`src/rtl/seq_divider64.sv`:
```
// Iterative radix-2 restoring divider: 2N-bit dividend / N-bit divisor.
// Produces one quotient bit per clock; divide-by-zero and overflow resolve in one cycle.
module seq_divider64 #(
  parameter int unsigned N = 32
) (
  input  logic             clk,
  input  logic             rst,
  input  logic             start,
  input  logic [2*N-1:0]   dividend,
  input  logic [N-1:0]     divisor,
  output logic             busy,
  output logic             done,
  output logic [N-1:0]     quotient,
  output logic [N-1:0]     remainder,
  output logic             div_by_zero,
  output logic             overflow
);

  localparam int unsigned CW = (N > 1) ? $clog2(N) : 1;

  typedef enum logic [1:0] {
    S_IDLE = 2'd0,
    S_RUN  = 2'd1,
    S_DONE = 2'd2
  } state_e;

  state_e          state_q, state_d;
  logic [N:0]      prem_q, prem_d;
  logic [N-1:0]    low_q, low_d;
  logic [N-1:0]    dvs_q, dvs_d;
  logic [CW-1:0]   cnt_q, cnt_d;
  logic [N-1:0]    quotient_q, quotient_d;
  logic [N-1:0]    remainder_q, remainder_d;
  logic            dbz_q, dbz_d;
  logic            ovf_q, ovf_d;
  logic            busy_q, busy_d;
  logic            done_q, done_d;

  logic [N+1:0]    prem_sh;
  logic [N:0]      trial;
  logic            qbit;

  // Next-state and datapath for one restoring step per RUN cycle
  always_comb begin
    state_d     = state_q;
    prem_d      = prem_q;
    low_d       = low_q;
    dvs_d       = dvs_q;
    cnt_d       = cnt_q;
    quotient_d  = quotient_q;
    remainder_d = remainder_q;
    dbz_d       = dbz_q;
    ovf_d       = ovf_q;
    done_d      = 1'b0;

    prem_sh = {prem_q, low_q[N-1]};
    qbit    = (prem_sh >= {2'b00, dvs_q});
    trial   = prem_sh[N:0] - {1'b0, dvs_q};

    case (state_q)
      S_IDLE: begin
        if (start) begin
          dbz_d = 1'b0;
          ovf_d = 1'b0;
          cnt_d = '0;
          dvs_d = divisor;
          if (divisor == '0) begin
            dbz_d       = 1'b1;
            quotient_d  = '1;
            remainder_d = dividend[N-1:0];
            done_d      = 1'b1;
            state_d     = S_DONE;
          end else if (dividend[2*N-1:N] >= divisor) begin
            ovf_d       = 1'b1;
            quotient_d  = '1;
            remainder_d = dividend[N-1:0];
            done_d      = 1'b1;
            state_d     = S_DONE;
          end else begin
            prem_d  = {1'b0, dividend[2*N-1:N]};
            low_d   = dividend[N-1:0];
            state_d = S_RUN;
          end
        end
      end
      S_RUN: begin
        prem_d = qbit ? trial : prem_sh[N:0];
        low_d  = {low_q[N-2:0], qbit};
        cnt_d  = cnt_q + CW'(1);
        if (cnt_q == CW'(N - 1)) begin
          quotient_d  = low_d;
          remainder_d = prem_d[N-1:0];
          done_d      = 1'b1;
          state_d     = S_DONE;
        end
      end
      S_DONE: begin
        state_d = S_IDLE;
      end
      default: begin
        state_d = S_IDLE;
      end
    endcase

    busy_d = (state_d != S_IDLE);
  end

  always_ff @(posedge clk or posedge rst) begin
    if (rst) begin
      state_q     <= S_IDLE;
      prem_q      <= '0;
      low_q       <= '0;
      dvs_q       <= '0;
      cnt_q       <= '0;
      quotient_q  <= '0;
      remainder_q <= '0;
      dbz_q       <= 1'b0;
      ovf_q       <= 1'b0;
      busy_q      <= 1'b0;
      done_q      <= 1'b0;
    end else begin
      state_q     <= state_d;
      prem_q      <= prem_d;
      low_q       <= low_d;
      dvs_q       <= dvs_d;
      cnt_q       <= cnt_d;
      quotient_q  <= quotient_d;
      remainder_q <= remainder_d;
      dbz_q       <= dbz_d;
      ovf_q       <= ovf_d;
      busy_q      <= busy_d;
      done_q      <= done_d;
    end
  end

  assign busy        = busy_q;
  assign done        = done_q;
  assign quotient    = quotient_q;
  assign remainder   = remainder_q;
  assign div_by_zero = dbz_q;
  assign overflow    = ovf_q;

endmodule

```
`config.mk`:
```
export PLATFORM = sky130hd
export DESIGN_NAME = seq_divider64
export DESIGN_NICKNAME = d
export VERILOG_FILES = /design/src/rtl/seq_divider64.sv
export SDC_FILE = /design/constraint.sdc
export NUM_CORES = 1
export LEC_CHECK = 0
export CAP_MARGIN = 10
export CORE_ASPECT_RATIO = 1.5
export CORE_MARGIN = 1
export CORE_UTILIZATION = 50
export DETAILED_ROUTE_END_ITERATION = 10
export DONT_BUFFER_PORTS = 1
export HOLD_SLACK_MARGIN = 0.12
export PLACE_DENSITY = 0.72
export SLEW_MARGIN = 20
export SYNTH_ARGS = -nofsm -noshare
export SYNTH_HDL_FRONTEND = slang
export SYNTH_SLANG_ARGS = --single-unit
```
`constraint.sdc`:
```
create_clock -name clk -period 10.7 [get_ports clk]
set_input_delay 2.14 -clock clk [delete_from_list [all_inputs] [get_ports clk]]
set_output_delay 2.14 -clock clk [all_outputs]
set_load 0.01 [all_outputs]
```
* After elaboration in Yosys (flattened, before gate mapping)
Cells that the tools add are included.
** Word-level totals
- Bits in registers :: 172
- Output and inout bits :: 68
- Input bits :: 99
- Logic and storage cells :: 63
** Cells by class
- Add/sub/neg operators :: 2
- Reductions and logical operators :: 8
- Mux-type cells :: 33
- $lt $le $gt $ge :: 2
- Equality and inequality tests :: 7
** Operators by type and width (number)
- 2-to-1 mux 32 bit :: 11
- one-hot mux 32 bit (2 select lines) :: 3
- 2-to-1 mux 33 bit :: 4
- one-hot mux 33 bit (2 select lines) :: 1
- greater-or-equal comparator 34 x 32 -> 1 bit :: 1
- subtractor 33 x 32 -> 33 bit :: 1
- greater-or-equal comparator 32 bit :: 1
- zero test 32 bit :: 1
- one-hot mux 5 bit (2 select lines) :: 1
- 2-to-1 mux 2 bit :: 4
- != test 2 bit, second input constant :: 4
- AND reduction 4 bit :: 2
- 2-to-1 mux 1 bit :: 6
- adder 5 x 1 -> 5 bit, second input constant :: 1
- == test 5 bit, second input constant :: 1
- 2-to-1 mux 5 bit :: 1
- one-hot mux 2 bit (2 select lines) :: 1
- AND reduction 2 bit :: 2
- nonzero test 2 bit :: 2
- != test 3 bit, second input constant :: 1
- == test 2 x 1 -> 1 bit, second input constant :: 1
- zero test 2 bit :: 1
- one-hot mux 1 bit (2 select lines) :: 1

* Depth between registers and ports, before layout
Gate-level depths: netlist of the first run.
- Word-level depth :: 6
- Mapped depth :: 15
- Mapped depth without buffers :: 12

* Worst setup path after synthesis of the first run
OpenSTA, ideal clock, no wires.
- Path kind :: input port to flip-flop
- From :: input divisor[19]
- To :: register prem_q[15]
- Data required time :: 10.565 ns
- Path buffers :: 3
- Slack :: 6.196 ns
- Setup time :: 0.135 ns
- Data arrival time :: 4.369 ns
- Stages on the path :: 14
- Cell sequence :: inv_1 > ha_1 > a2111oi_0 > o21ai_1 > o21ai_0 > nand3_1 > a311oi_1 > nor2_1 > o31a_1 > clkbuf_1 > buf_2 > buf_1 > nand2_1 > o31ai_1
** Between the ends
- Word-level cells in the longest chain between the ends :: 3
- Elaborated cells between the ends (all ways) :: 5
- Those cells by class :: 1 x order compare; 2 x eq/ne; 2 x reduce/logical
** RTL lines
- from (decl) :: line 10 : input logic [N-1:0] divisor,
- greater-or-equal comparator 32 bit or zero test 32 bit (tied branches) :: line 73, 67
- != test 2 bit (no source line)
- AND reduction 4 bit (no source line) *
- to (signal assigned) :: line 123 : prem_q <= prem_d;
- to (decl) :: line 28 : logic [N:0] prem_q, prem_d;
Mark *: on every way between the ends. The rest lies on a longest branch, timed or not.
A chain may end at the register's enable or synchronous reset.

* Final worst setup path of the first run
- From :: input dividend[32]
- To :: register remainder_q[2] (netlist: remainder[2])
** Between the ends
- Word-level cells in the longest chain between the ends :: 3
** RTL lines
- from (decl) :: line 9 : input logic [2*N-1:0] dividend,
- greater-or-equal comparator 32 bit :: line 73 : end else if (dividend[2*N-1:N] >= divisor) begin
- != test 3 bit (no source line)
- AND reduction 4 bit (no source line)
- to (signal assigned) :: line 128 : remainder_q <= remainder_d;
- to (decl) :: line 33 : logic [N-1:0] remainder_q, remainder_d;
No other way between the ends.

==> run summary, run 1 <==
CTS resizes = 0
most frequent cells in the layout = 172 x dfrtp_1, 166 x nand2_1, 137 x o21ai_0
Finish-stage setup viols = 0
Layout Cells excl Fill = 1431
via density per instance = 6.03
Tot GR Track Use = 27.8%
total grt overflow = 0
Core Region = 0.0199 mm²
CP Class = input port to register
Min-Delay Startpoint = dvs_q[0]
Final min period = 5.19 ns
setup TNS = 0 ns
mean area per synthesized cell = 8.52 µm²
synthesized area = 0.0103 mm²
Clock Skews = 0.0131 ns
Starting Density = 51.5%
FILL cells = 1844
Yosys cell types = 70
PortBufs = 0
Pre-antenna DRT Iters = 6
Cells after Synth = 1205
Max-Cap Viols = 0
Tcrit/Tclk final = 48.5%
initial DRC count = 707
htree depth = 4
via count = 8622
Synth warnings = 0
PD cells = 375 mW/mm²
Synth Register Bits = 172
Post-Syn Nets = 1371
crit path max fanout = 66
WP data required = 10.99 ns
WL/cell = 19.8 µm
slew margin rel. = 35.2%
dpl cell area = 0.0104 mm²
worst vdd ir = 0.000151 V
RSZ-0062 raised after global routing = no
nets@finish = 1324
leading cell type in the layout, fill and taps excluded = dfrtp_1
final wirelength = 28300 µm
flop2flop setup slack = 6.17 ns
Post-synth EDFFs = 0
DIE HEIGHT = 178 µm
Final Hold Vio Count = 0
placed cell count = 1397
R2R Path Start = prem_q[27]
Final Instance Area = 0.0110 mm²
TritonCTS clock tree = built
main flop type after synthesis = dfrtp_1
leakage power = 0.00494 µW
vias in the first global route = 8425
worst hold path type = register to register
Rows = 63
# DRC = 0
Layout area overhead = 7.29%
layout cells sized above 1 = 5.12%
asr flop ratio synth = 100%
Reg clk slew, reported paths = 0.07 ns
remaining antenna violation count = 0
register area share after synthesis = 41.9%
DP HPWL = 20800 µm
end of the critical path = remainder[2]
reg2reg end = remainder[28]
number of antenna violations at the first check in global routing = 0
Die X = 119 µm
largest net degree at the start of global routing = 120
CTS root buffer = clkbuf_16
first-pass GRT wire length = 45200 µm
gpl congestion = 0.943
Worst EP arrival = 5.47 ns
achievable frequency = 193 MHz
IO Pins = 167
Final Max Tran Viols = 0
slew at the pin closest to its max-slew limit = 0.970 ns
CP endpoint kind = register
Worst Reg-to-Reg Cells = 11
CTS Buf Count = 17
crit path from = dividend[32]
Die Footprint = 0.0211 mm²
insertion delay to the later sink of the worst-skew pair = 0.44 ns
Hold Buf Count CTS = 0
Sink Count = 172
Critical Path Source Type = input port
status = complete, no violations
# Post-CTS Setup Buffers = 0
Inserted Diodes = 0
Clock Path Buffers = 2
==> sequential cells by signal (all words and copies together) (netlist names), 2 cells and up <==
signal and cells:
cnt_q 5, dvs_q 32, low_q 32, prem_q 33, quotient 32, remainder 32, state_q 2
==> metal layers <==
layer	global-route usage [%]	wire length, µm
met2	45.4	13500
met5	0	0
met4	14.4	1280
met1	34.0	11800
met3	6.49	1690
==> logic make-up (layout without fill, tap and decap cells) <==
group | after synthesis | after routing | synth area share [%]
XOR/XNOR | 23 | 23 | 1.96
multiplexers | 28 | 28 | 2.74
adder cells (fa/ha/maj) | 67 | 67 | 8.24
AO/OA/AOI/OAI | 352 | 352 | 21.9
AND/OR/NAND/NOR | 410 | 410 | 17.5
flip-flops | 172 | 172 | 41.9
buffers and inverters | 153 | 119 | 5.82
==> cell usage after synthesis, types with 3 or more instances <==
cell	n	area [µm²]
ha_1	66	826
o31ai_1	22	165
a22o_1	3	26.3
dfrtp_1	172	4300
xor2_1	6	52.6
and3_1	9	56.3
nand3_1	16	80.1
mux2i_1	27	270
buf_1	5	18.8
o31a_1	4	35.0
nor2b_1	8	50.1
nor2_1	126	473
o211ai_1	6	45.0
a211oi_1	21	158
inv_1	78	293
a311oi_1	3	26.3
nor3_1	38	190
clkbuf_1	51	191
a21o_1	31	233
xnor2_1	17	149
buf_2	19	95.1
o21bai_1	7	52.6
o21ai_0	137	686
o21ai_1	6	30.0
nand4_1	12	75.1
o21a_1	9	67.6
a31oi_1	13	81.3
nand2b_1	6	37.5
a2111oi_0	3	26.3
nor3b_1	4	30.0
nor4_1	10	62.6
a221o_1	3	30.0
nand2_1	167	627
a21oi_1	55	275
==> layout make-up <==
type	instances	area, µm²	area share, %
multi-input combinational	880	5400	49.0
sequential	172	4300	39.1
clock buffer	21	460	4.18
tap	260	325	2.95
inverter	78	298	2.70
clock inverter	11	134	1.22
timing repair buffer	9	91.3	0.829
==> critical path, cell delays in order <==
cell	delay (ns)
inv_1	0.02
ha_1	0.27
nand2b_1	0.14
a21o_1	0.21
a211oi_1	0.24
o311ai_0	0.25
a311oi_1	0.49
nor2_1	0.19
a221oi_4	0.25
buf_4	0.55
inv_2	0.04
buf_4	0.34
o21ai_0	0.15
o21ai_0	0.11
==> report_power, final <==
part           switching (µW)  internal, µW
registers                 262           948
clock network             270           360
logic                    1420           871
==> how the worst min path moves through the flow <==
stage,end,slack (ns),cells after the start
floorplan,cnt_q[3],0.45,1
global placement,dvs_q[0],0.48,2
detailed placement,dvs_q[0],0.49,2
CTS,low_q[24],0.51,2
global route,low_q[20],0.52,1
finish,dvs_q[0],0.50,2
==> through the flow <==
stage | worst slack, ns | power [µW] | hold slack [ns] | util [%]
2_1_floorplan | 3.90 | 2930 | 0.449 | -
3_3_place_gp | 4.98 | 3420 | 0.478 | 52.1
3_5_place_dp | 4.90 | 3470 | 0.492 | 52.1
4_1_cts | 5.36 | 4110 | 0.507 | 55.0
5_1_grt | 5.25 | 4470 | 0.519 | 55.2
6_report | 5.51 | 4130 | 0.500 | 55.2
Note: power is estimated with default switching activity, not from simulation.
==> run 2: changes to the inputs <==
PLACE_DENSITY = 0.75   (was 0.72)
clock period = 4.56 ns   (was 10.7 ns; I/O delays follow)
==> run 2 against run 1 <==
- non-clock buffer count is 4 higher
- wire length increased by 1.1%
- clock power increased by 130%
- setup slack got worse by 5.2 ns
- die area stayed put
- register-to-register slack lost 5.5 ns
- critical path type unchanged
==> run summary, run 2 (synthesis gave the netlist of run 1 again) <==
slew at the pin closest to its max-slew limit = 0.986 ns
Tcrit/Tclk final = 93.2%
WP data required = 4.88 ns
setup TNS = 0 ns
internal cell power = 5080 µW
number of antenna violations at the first check in global routing = 0
via density per instance = 6.09
IO Pins = 167
Place WS = 0.265 ns
Hold Path End = dvs_q[0]
achievable frequency = 235 MHz
Finish-stage setup viols = 0
leakage power = 0.00495 µW
Power Total = 9680 µW
remaining antenna violation count = 0
layout cells sized above 1 = 5.45%
via count = 8741
htree depth = 4
Clock Path Buffers = 2
sw frac = 47.5%
Tot GR Track Use = 28.0%
Pre-antenna DRT Iters = 5
Final Max Tran Viols = 0
dpl cell area = 0.0104 mm²
Final min period = 4.25 ns
Psw = 4590 µW
vias in the first global route = 8465
Inserted Diodes = 0
CTS root buffer = clkbuf_16
worst hold stages = 2
DIE HEIGHT = 178 µm
GRT met1 Usage = 34.9%
largest net degree at the start of global routing = 173
Die Footprint = 0.0211 mm²
Final Instance Area = 0.0110 mm²
Hold Buf Count CTS = 0
Clock Skews = 0.0101 ns
gpl congestion = 0.924
max reg flops = 33
# DRC = 0
met3 Resource Use GR = 6.14%
Final Hold Vio Count = 0
crit path from = divisor[25]
sequential cell area = 0.00430 mm²
flop2flop setup slack = 0.66 ns
CP endpoint kind = register
worst hold path type = register to register
Reg power frac = 29.4%
leading cell type in the layout, fill and taps excluded = dfrtp_1
Clock power frac = 14.9%
final wirelength = 28600 µm
DP HPWL = 21100 µm
combinational share of power = 55.7%
Biggest register = prem_q
CTS resizes = 0
Layout area overhead = 7.34%
nets@finish = 1328
Sink Count = 172
Reg clk slew, reported paths = 0.07 ns
R2R Path Start = low_q[31]
slew margin rel. = 34.2%
initial DRC count = 685
Worst EP arrival = 4.57 ns
worst vdd ir = 0.000379 V
FILL cells = 1836
most frequent cells in the layout = 172 x dfrtp_1, 166 x nand2_1, 137 x o21ai_0
PortBufs = 0
PD cells = 878 mW/mm²
TritonCTS clock tree = built
CTS Buf Count = 17
Core Region = 0.0199 mm²
first-pass GRT wire length = 45800 µm
Min-Delay Startpoint = dvs_q[0]
Starting Density = 51.5%
RSZ-0062 raised after global routing = no
insertion delay to the later sink of the worst-skew pair = 0.44 ns
crit path max fanout = 66
Rows = 63
total grt overflow = 0
reg2reg end = remainder[29]
Max-Cap Viols = 0
Critical Path Source Type = input port
Worst Reg-to-Reg Cells = 12
area occupied by multi-input gates = 0.00540 mm²
status = complete, no violations
WL/cell = 19.9 µm
GRT busiest layer = met2
Die X = 119 µm
CP Class = input port to register
PnR worst setup slack = 0.312 ns
# Post-CTS Setup Buffers = 0
GRT met2 Usage = 45.2%
[run 2: power groups by stage]
stage                     Clock (µW)  Sequential (µW)  Combinational, µW
after floorplan                    0             2700               4190
final                           1440             2840               5390
after global routing            1520             2930               6030
after CTS                       1460             2840               5350
after global placement             0             2840               5220
after detailed placement           0             2870               5320
[run 2: area by class of cell]
type | count | area share, %
Multi-Input combinational cell | 880 | 49.0
Timing Repair Buffer | 13 | 0.999
Clock buffer | 22 | 4.30
Inverter | 78 | 2.70
Tap cell | 260 | 2.95
Sequential cell | 172 | 39.1
Clock inverter | 10 | 0.965
[run 2: worst max path at each step]
stage / endpoint / slack [ns] / depth (start not counted)
3_3_place_gp: low_q[0] / 0.29 / 12
6_report: remainder[20] / 0.31 / 11
5_1_grt: remainder[9] / 0.21 / 12
2_1_floorplan: prem_q[15] / 1.28 / 14
3_5_place_dp: low_q[0] / 0.27 / 12
4_1_cts: remainder[21] / 0.67 / 12
[run 2: critical path, stage by stage]
cell and delay [ns]:
inv_1 0.02, ha_1 0.28, a21o_1 0.16, a21o_1 0.17, a211oi_1 0.24, o21ai_0 0.35, a311oi_1 0.68, nor2_1 0.22
a221oi_4 0.33, clkinv_2 0.70, o22a_1 0.47
[run 2: metrics by stage]
| step | hold slack (ns) | utilization [%] | cells |
|---|---|---|---|
| 2_1_floorplan | 0.449 | - | 1205 |
| 3_3_place_gp | 0.472 | 52.3 | 1403 |
| 3_5_place_dp | 0.470 | 52.3 | 1403 |
| 4_1_cts | 0.486 | 55.3 | 1435 |
| 5_1_grt | 0.524 | 55.3 | 1435 |
| 6_report | 0.483 | 55.3 | 1435 |
[run 2: layer usage]
| layer | routed length, µm | share of wire (%) |
|---|---|---|
| met1 | 11900 | 42 |
| met2 | 13600 | 47 |
| met3 | 1740 | 6.1 |
| met4 | 1350 | 4.7 |
| met5 | 0 | 0 |
